File: src/rtl/svm_dag_sequencer.sv
// svm_dag_sequencer: walks one shared pairwise SVM engine through a
// one-vs-one DAG decision for one sample and returns the winning class.
//
// Ports:
//   clk, rst_n            clock, async active-low reset
//   in_valid / in_ready   sample handshake; load_en captures the sample
//   eng_start, eng_idx    start pulse and classifier index to the engine
//   eng_done, eng_class   engine result (0: lower class of pair wins)
//   out_valid / out_ready result handshake; out_class is the winner
//   busy, err             not idle; sticky protocol error

module svm_dag_sequencer #(
    parameter int N_CLASSES = 6,
    parameter int IDX_W     = 4,
    parameter int CLS_W     = 3
) (
    input  logic             clk,
    input  logic             rst_n,
    input  logic             in_valid,
    output logic             in_ready,
    output logic             load_en,
    output logic             eng_start,
    output logic [IDX_W-1:0] eng_idx,
    input  logic             eng_done,
    input  logic             eng_class,
    output logic             out_valid,
    input  logic             out_ready,
    output logic [CLS_W-1:0] out_class,
    output logic             busy,
    output logic             err
);

    typedef enum logic [1:0] {
        IDLE,
        START,
        WAIT,
        OUT
    } state_t;

    localparam logic [CLS_W-1:0] HI_INIT = CLS_W'(N_CLASSES - 1);
    localparam logic [IDX_W-1:0] LAST    = IDX_W'(N_CLASSES - 1);

    state_t           state_q, state_d;
    logic [CLS_W-1:0] lo_q, lo_d;
    logic [CLS_W-1:0] hi_q, hi_d;
    logic [IDX_W-1:0] idx_q, idx_d;
    logic [CLS_W-1:0] out_class_q, out_class_d;
    logic             err_q, err_d;

    assign in_ready  = (state_q == IDLE);
    assign load_en   = in_valid & in_ready;
    assign eng_start = (state_q == START);
    assign out_valid = (state_q == OUT);
    assign busy      = (state_q != IDLE);
    assign eng_idx   = idx_q;
    assign out_class = out_class_q;
    assign err       = err_q;

    always_comb begin
        state_d     = state_q;
        lo_d        = lo_q;
        hi_d        = hi_q;
        idx_d       = idx_q;
        out_class_d = out_class_q;
        err_d       = err_q;

        // A result can only be legal while waiting for one.
        if (eng_done && (state_q != WAIT)) begin
            err_d = 1'b1;
        end

        unique case (state_q)
            IDLE: begin
                if (in_valid) begin
                    lo_d    = '0;
                    hi_d    = HI_INIT;
                    idx_d   = '0;
                    state_d = START;
                end
            end
            START: begin
                state_d = WAIT;
            end
            WAIT: begin
                if (eng_done) begin
                    if (eng_class) begin
                        // Skip the remaining pairs of the old lo row.
                        lo_d  = lo_q + CLS_W'(1);
                        idx_d = idx_q + (LAST - IDX_W'(lo_q));
                    end else begin
                        hi_d  = hi_q - CLS_W'(1);
                        idx_d = idx_q + IDX_W'(1);
                    end
                    if (lo_d == hi_d) begin
                        out_class_d = lo_d;
                        state_d     = OUT;
                    end else begin
                        state_d = START;
                    end
                end
            end
            OUT: begin
                if (out_ready) begin
                    state_d = IDLE;
                end
            end
            default: begin
                state_d = IDLE;
            end
        endcase
    end

    always_ff @(posedge clk or negedge rst_n) begin
        if (!rst_n) begin
            state_q     <= IDLE;
            lo_q        <= '0;
            hi_q        <= HI_INIT;
            idx_q       <= '0;
            out_class_q <= '0;
            err_q       <= 1'b0;
        end else begin
            state_q     <= state_d;
            lo_q        <= lo_d;
            hi_q        <= hi_d;
            idx_q       <= idx_d;
            out_class_q <= out_class_d;
            err_q       <= err_d;
        end
    end

endmodule

File: config.mk
export PLATFORM = sky130hd
export DESIGN_NAME = svm_dag_sequencer
export DESIGN_NICKNAME = d
export VERILOG_FILES = /design/src/rtl/svm_dag_sequencer.sv
export SDC_FILE = /design/constraint.sdc
export NUM_CORES = 1
export LEC_CHECK = 0
export CAP_MARGIN = 20
export CORE_ASPECT_RATIO = 1.1
export CORE_MARGIN = 2
export CORE_UTILIZATION = 45
export DETAILED_ROUTE_END_ITERATION = 6
export PLACE_DENSITY = 0.73
export SLEW_MARGIN = 20
export SYNTH_ARGS = -nofsm -noshare
export SYNTH_HDL_FRONTEND = slang
export SYNTH_SLANG_ARGS = --single-unit
export TNS_END_PERCENT = 20
File: constraint.sdc
create_clock -name clk -period 2.1 [get_ports clk]
set_input_delay 0.63 -clock clk [delete_from_list [all_inputs] [get_ports clk]]
set_output_delay 0.63 -clock clk [all_outputs]
set_load 0.05 [all_outputs]
* Word-level counts from Yosys, hierarchy flattened
Index checks and enable logic that the tools add are counted.
** Word-level totals
- Register bits after elaboration :: 16
- Bits of input ports :: 6
- Output and inout port bits :: 13
- Word-level logic and storage cells :: 48
** Cells by class
- Add/sub/neg operators :: 5
- Eq/ne operators :: 8
- Mux-type cells :: 21
- Bitwise gates (word level) :: 1
- Reduce and logical (&&, ||, !) cells :: 7
** Operators with widths (count)
- 3-bit two-way mux :: 10
- 4-bit two-way mux :: 3
- 3-bit one-hot mux with 2 select lines :: 2
- 3-bit AND reduction :: 3
- 2-bit two-way mux :: 4
- 2-bit one-hot mux with 4 select lines :: 1
- 4-bit one-hot mux with 2 select lines :: 1
- 2-bit != test (second input constant) :: 3
- 4-bit by 1-bit adder with 4-bit output (second input constant) :: 1
- 4-bit adder :: 1
- 2-bit equality test (second input constant) :: 2
- 2-bit nonzero test :: 2
- 3-bit by 3-bit subtractor with 4-bit output (first input constant) :: 1
- 3-bit by 1-bit adder with 3-bit output (second input constant) :: 1
- 3-bit equality test :: 1
- 3-bit by 1-bit subtractor with 3-bit output (second input constant) :: 1
- 2-bit by 1-bit equality test with 1-bit output (second input constant) :: 1
- 2-bit zero test :: 1
- 2-bit by 1-bit != test with 1-bit output (second input constant) :: 1
- 1-bit AND :: 1
- 1-bit logical AND :: 1

* Longest topological paths before layout
- Word-level depth :: 8
- Depth in mapped cells :: 10
- Depth with buffers taken out :: 10

* Worst setup path before layout
OpenSTA, ideal clock, no wires.
- Path kind :: reg-to-reg
- Start :: register idx_q[1] (netlist: eng_idx[1])
- End :: register idx_q[2] (netlist: eng_idx[2])
- Setup time :: 0.104 ns
- Arrival :: 2.269 ns
- Data required time :: 1.996 ns
- Path slack :: -0.273 ns
- Cell stages (with the launch flop) :: 9
- Clock period less this slack :: 2.373 ns
- Cell sequence :: dfrtp_1 inv_1 ha_1 inv_1 ha_1 inv_1 fa_1 or4b_1 o311ai_1
** Between the ends
- Word-level cells in the longest chain between the ends :: 4
** RTL lines
- start: declaration :: RTL line 46 : logic [IDX_W-1:0] idx_q, idx_d;
- start signal: assignment :: RTL line 125 : idx_q <= idx_d;
- 4-bit by 1-bit adder with 4-bit output or 4-bit adder (tied branches) :: RTL line 92, 89
- 4-bit two-way mux * :: RTL line 86 : if (eng_class) begin
- 4-bit two-way mux * :: RTL line 85 : if (eng_done) begin
- 4-bit one-hot mux with 2 select lines * :: RTL line 72 : unique case (state_q)
Every way passes the cells marked *; elsewhere a longest branch is shown, timed or not. The select of a mux whose other input is x is not followed.
A chain may end at the register's enable or synchronous reset.

* Worst setup path after layout
- Start :: register idx_q[1] (netlist: eng_idx[1])
- End :: register idx_q[3] (netlist: eng_idx[3])
Same word-level chain as after synthesis.

==> flow_summary.json <==
{
  "grt_overflow_total": 0,
  "route.detailed.drc": 0,
  "clock-sinks": 16,
  "irDropWorstVdd_uv": 866,
  "startpoint_type": "flop",
  "cts_hold_buf": 0,
  "end_kind": "flop",
  "firstDrtPassIters": 4,
  "maxSlewViolCount": 0,
  "synth_seq_area_share_pct": 41.1,
  "rows": 17,
  "clk_path_buf_depth": 2,
  "ys_warn_count": 0,
  "clk-insertion-delay-late_ps": 300,
  "wl_per_cell_microns": 14.7,
  "antenna_found_initial": 0,
  "via_count": 816,
  "avgViaCountPerCell": 5.16,
  "setup_violations": 0,
  "path_clk_slew_ps": 100,
  "cts_made_buffers": 3,
  "grt_usage_pct": 19.4,
  "synth-simple-area-share_pct": 12.1,
  "first_global_vias": 797,
  "rsz0062_at_grt": "true",
  "start_util_pct": 48.0,
  "synth_top_family_by_area": "compound AO/OA/AOI/OAI gates",
  "path_cells": "inv_2 > ha_4 > inv_4 > ha_4 > inv_2 > fa_2 > xnor2_2 > a21oi_2 > or3_1 > o21ai_1",
  "clock_skew_ps": 8.94,
  "nNetsFinal": 145,
  "cts_root_buffer": "clkbuf_4",
  "h-tree-depth": 1,
  "synth_compound_area_share_pct": 12.6,
  "crit_path_max_incr_delay_ps": 420,
  "hold_path.class": "flop to flop",
  "synthMuxAreaShare_pct": 9.71,
  "syn_inst": 97,
  "power.density_nw_per_um2": 1550,
  "fp.dieH_microns": 52.9,
  "tightest_slew_ps": 282,
  "io_pins": 19,
  "setup_tns_ps": 0,
  "grt_first_pass_wirelength_mm": 3.66,
  "drt_iter0_drc": 15,
  "layout_commonest_cell": "buf_4",
  "final_hold_viol_count": 0,
  "ys_ff_latch": 16,
  "worst_slew_margin_rel_pct": 81.1,
  "syn_area_per_cell_sq_um": 10.1,
  "dieWidth_microns": 48.5,
  "p_leak_nw": 0.654,
  "drive_above_1_share_pct": 37.7,
  "synth.cell_area_sq_um": 980,
  "arrival_ps": 2320,
  "synthFlopType": "dfrtp_1",
  "worst_path_max_delay_cell": "dfrtp_2",
  "finalInstanceArea_sq_um": 1390,
  "cap_violations": 0,
  "syn_nets": 111,
  "grt_max_degree": 17,
  "synth_edf_count": 0,
  "final_cell_mix": "buf_4, dfrtp_1, inv_1",
  "reg2reg_slack_ps": 10,
  "portBuffers": 18,
  "cp.required_ps": 2340,
  "finalCriticalPeriod_ps": 2090,
  "core_area_sq_um": 2040,
  "p_total_mw": 2.15,
  "critPathKind": "flop to flop",
  "num_antenna_cells": 0,
  "synth_xor_area_share_pct": 8.05,
  "placed_cell_area_sq_um": 1300,
  "cts_tree": "built",
  "cp_max_fo": 2,
  "wl_mm": 2.33,
  "antenna_left": 0,
  "gp_congestion": 0.798,
  "synthAdderAreaFrac_pct": 11.0,
  "fin_crit_sh_pct": 99.4,
  "post-dp-hpwl_mm": 1.74,
  "max_freq_mhz": 479,
  "status": "completed",
  "hold_ws_ps": 468,
  "dieArea_sq_um": 2570,
  "ys_types": 32,
  "synthArstFlopShare_pct": 100,
  "area_growth_syn_to_layout_pct": 41.6
}
timing repair:
item / 4_1_cts / 5_1_grt
buffers inserted: 1 / 0
resized for setup: 0 / 11
pin swaps: 0 / 8
endpoints found under the setup margin: 2 / 2
through the flow:
step / setup slack [ps] / cells / utilization (%)
CTS: 5.67 / 158 / 65.9
global route: -38.6 / 158 / 68.0
global placement: -88.3 / 153 / 63.8
finish: 13.4 / 158 / 68.0
floorplan: -124 / 97 / -
detailed placement: -113 / 153 / 63.8
worst max-delay path: cells and delay by family, from the launching register on:
kind	cells	cell delay, ps
AOI/OAI and AO/OA	2	170
and+or+nand+nor	1	340
xor gates and xnor gates	1	200
adders and majority gates	3	710
DFF	1	420
buffers and inverters	3	160
flip-flops by register name, summed over array words and instances, names as in the netlist:
signal,cells
lo_q,3
eng_idx,4
hi_q,3
out_class,3
err,1
state_q,2
cell type report:
cell class	instances	area, sq um
clock buffers	4	36.3
fillers	171	654
inverters	11	43.8
multi-input cells	67	566
flip-flops and latches	16	404
well taps	28	35.0
repair buffers	32	303
cell families after synthesis:
family                     after synthesis
muxes                                    9
buffers and inverters                   14
and+or+nand+nor                         22
DFF                                     16
AOI/OAI and AO/OA                       19
xor gates and xnor gates                 9
adders and majority gates                8
layer usage:
metal	track usage, %	wire length, microns	up-vias
met5	0	0	-
met1	21.9	972	388
li1	-	-	403
met4	7.14	32	0
met2	36.6	1240	20
met3	3.95	84	5
worst paths after layout:
kind                             from          to  depth (start not counted)
setup / recovery           eng_idx[1]  eng_idx[3]                         10
max in group asynchronous       rst_n     hi_q[0]                          2
setup reg to reg           eng_idx[1]  eng_idx[3]                         10
hold / removal                    err         err                          1
min in group asynchronous       rst_n  eng_idx[2]                          2
hold reg to reg                   err         err                          1
where the power goes:
group | internal, mW | switching, mW | total [mW]
logic | 0.634 | 0.781 | 1.42
registers | 0.424 | 0.0995 | 0.524
clock network | 0.106 | 0.106 | 0.212
synth_stat cells (2+ instances only):
| library cell | count | area share [%] |
|---|---|---|
| o21ai_0 | 6 | 3.1 |
| mux2i_1 | 5 | 5.1 |
| a22o_1 | 2 | 1.8 |
| nand2_1 | 5 | 1.9 |
| clkbuf_1 | 2 | 0.77 |
| nor2b_1 | 2 | 1.3 |
| xnor2_1 | 6 | 5.4 |
| inv_1 | 11 | 4.2 |
| dfstp_2 | 2 | 5.4 |
| or3_1 | 2 | 1.3 |
| mux2_2 | 4 | 4.6 |
| ha_1 | 7 | 8.9 |
| xor2_1 | 3 | 2.7 |
| a21oi_1 | 5 | 2.6 |
| dfrtp_1 | 14 | 36 |
| nor2_1 | 5 | 1.9 |
Power figures use the tool's default switching activity.
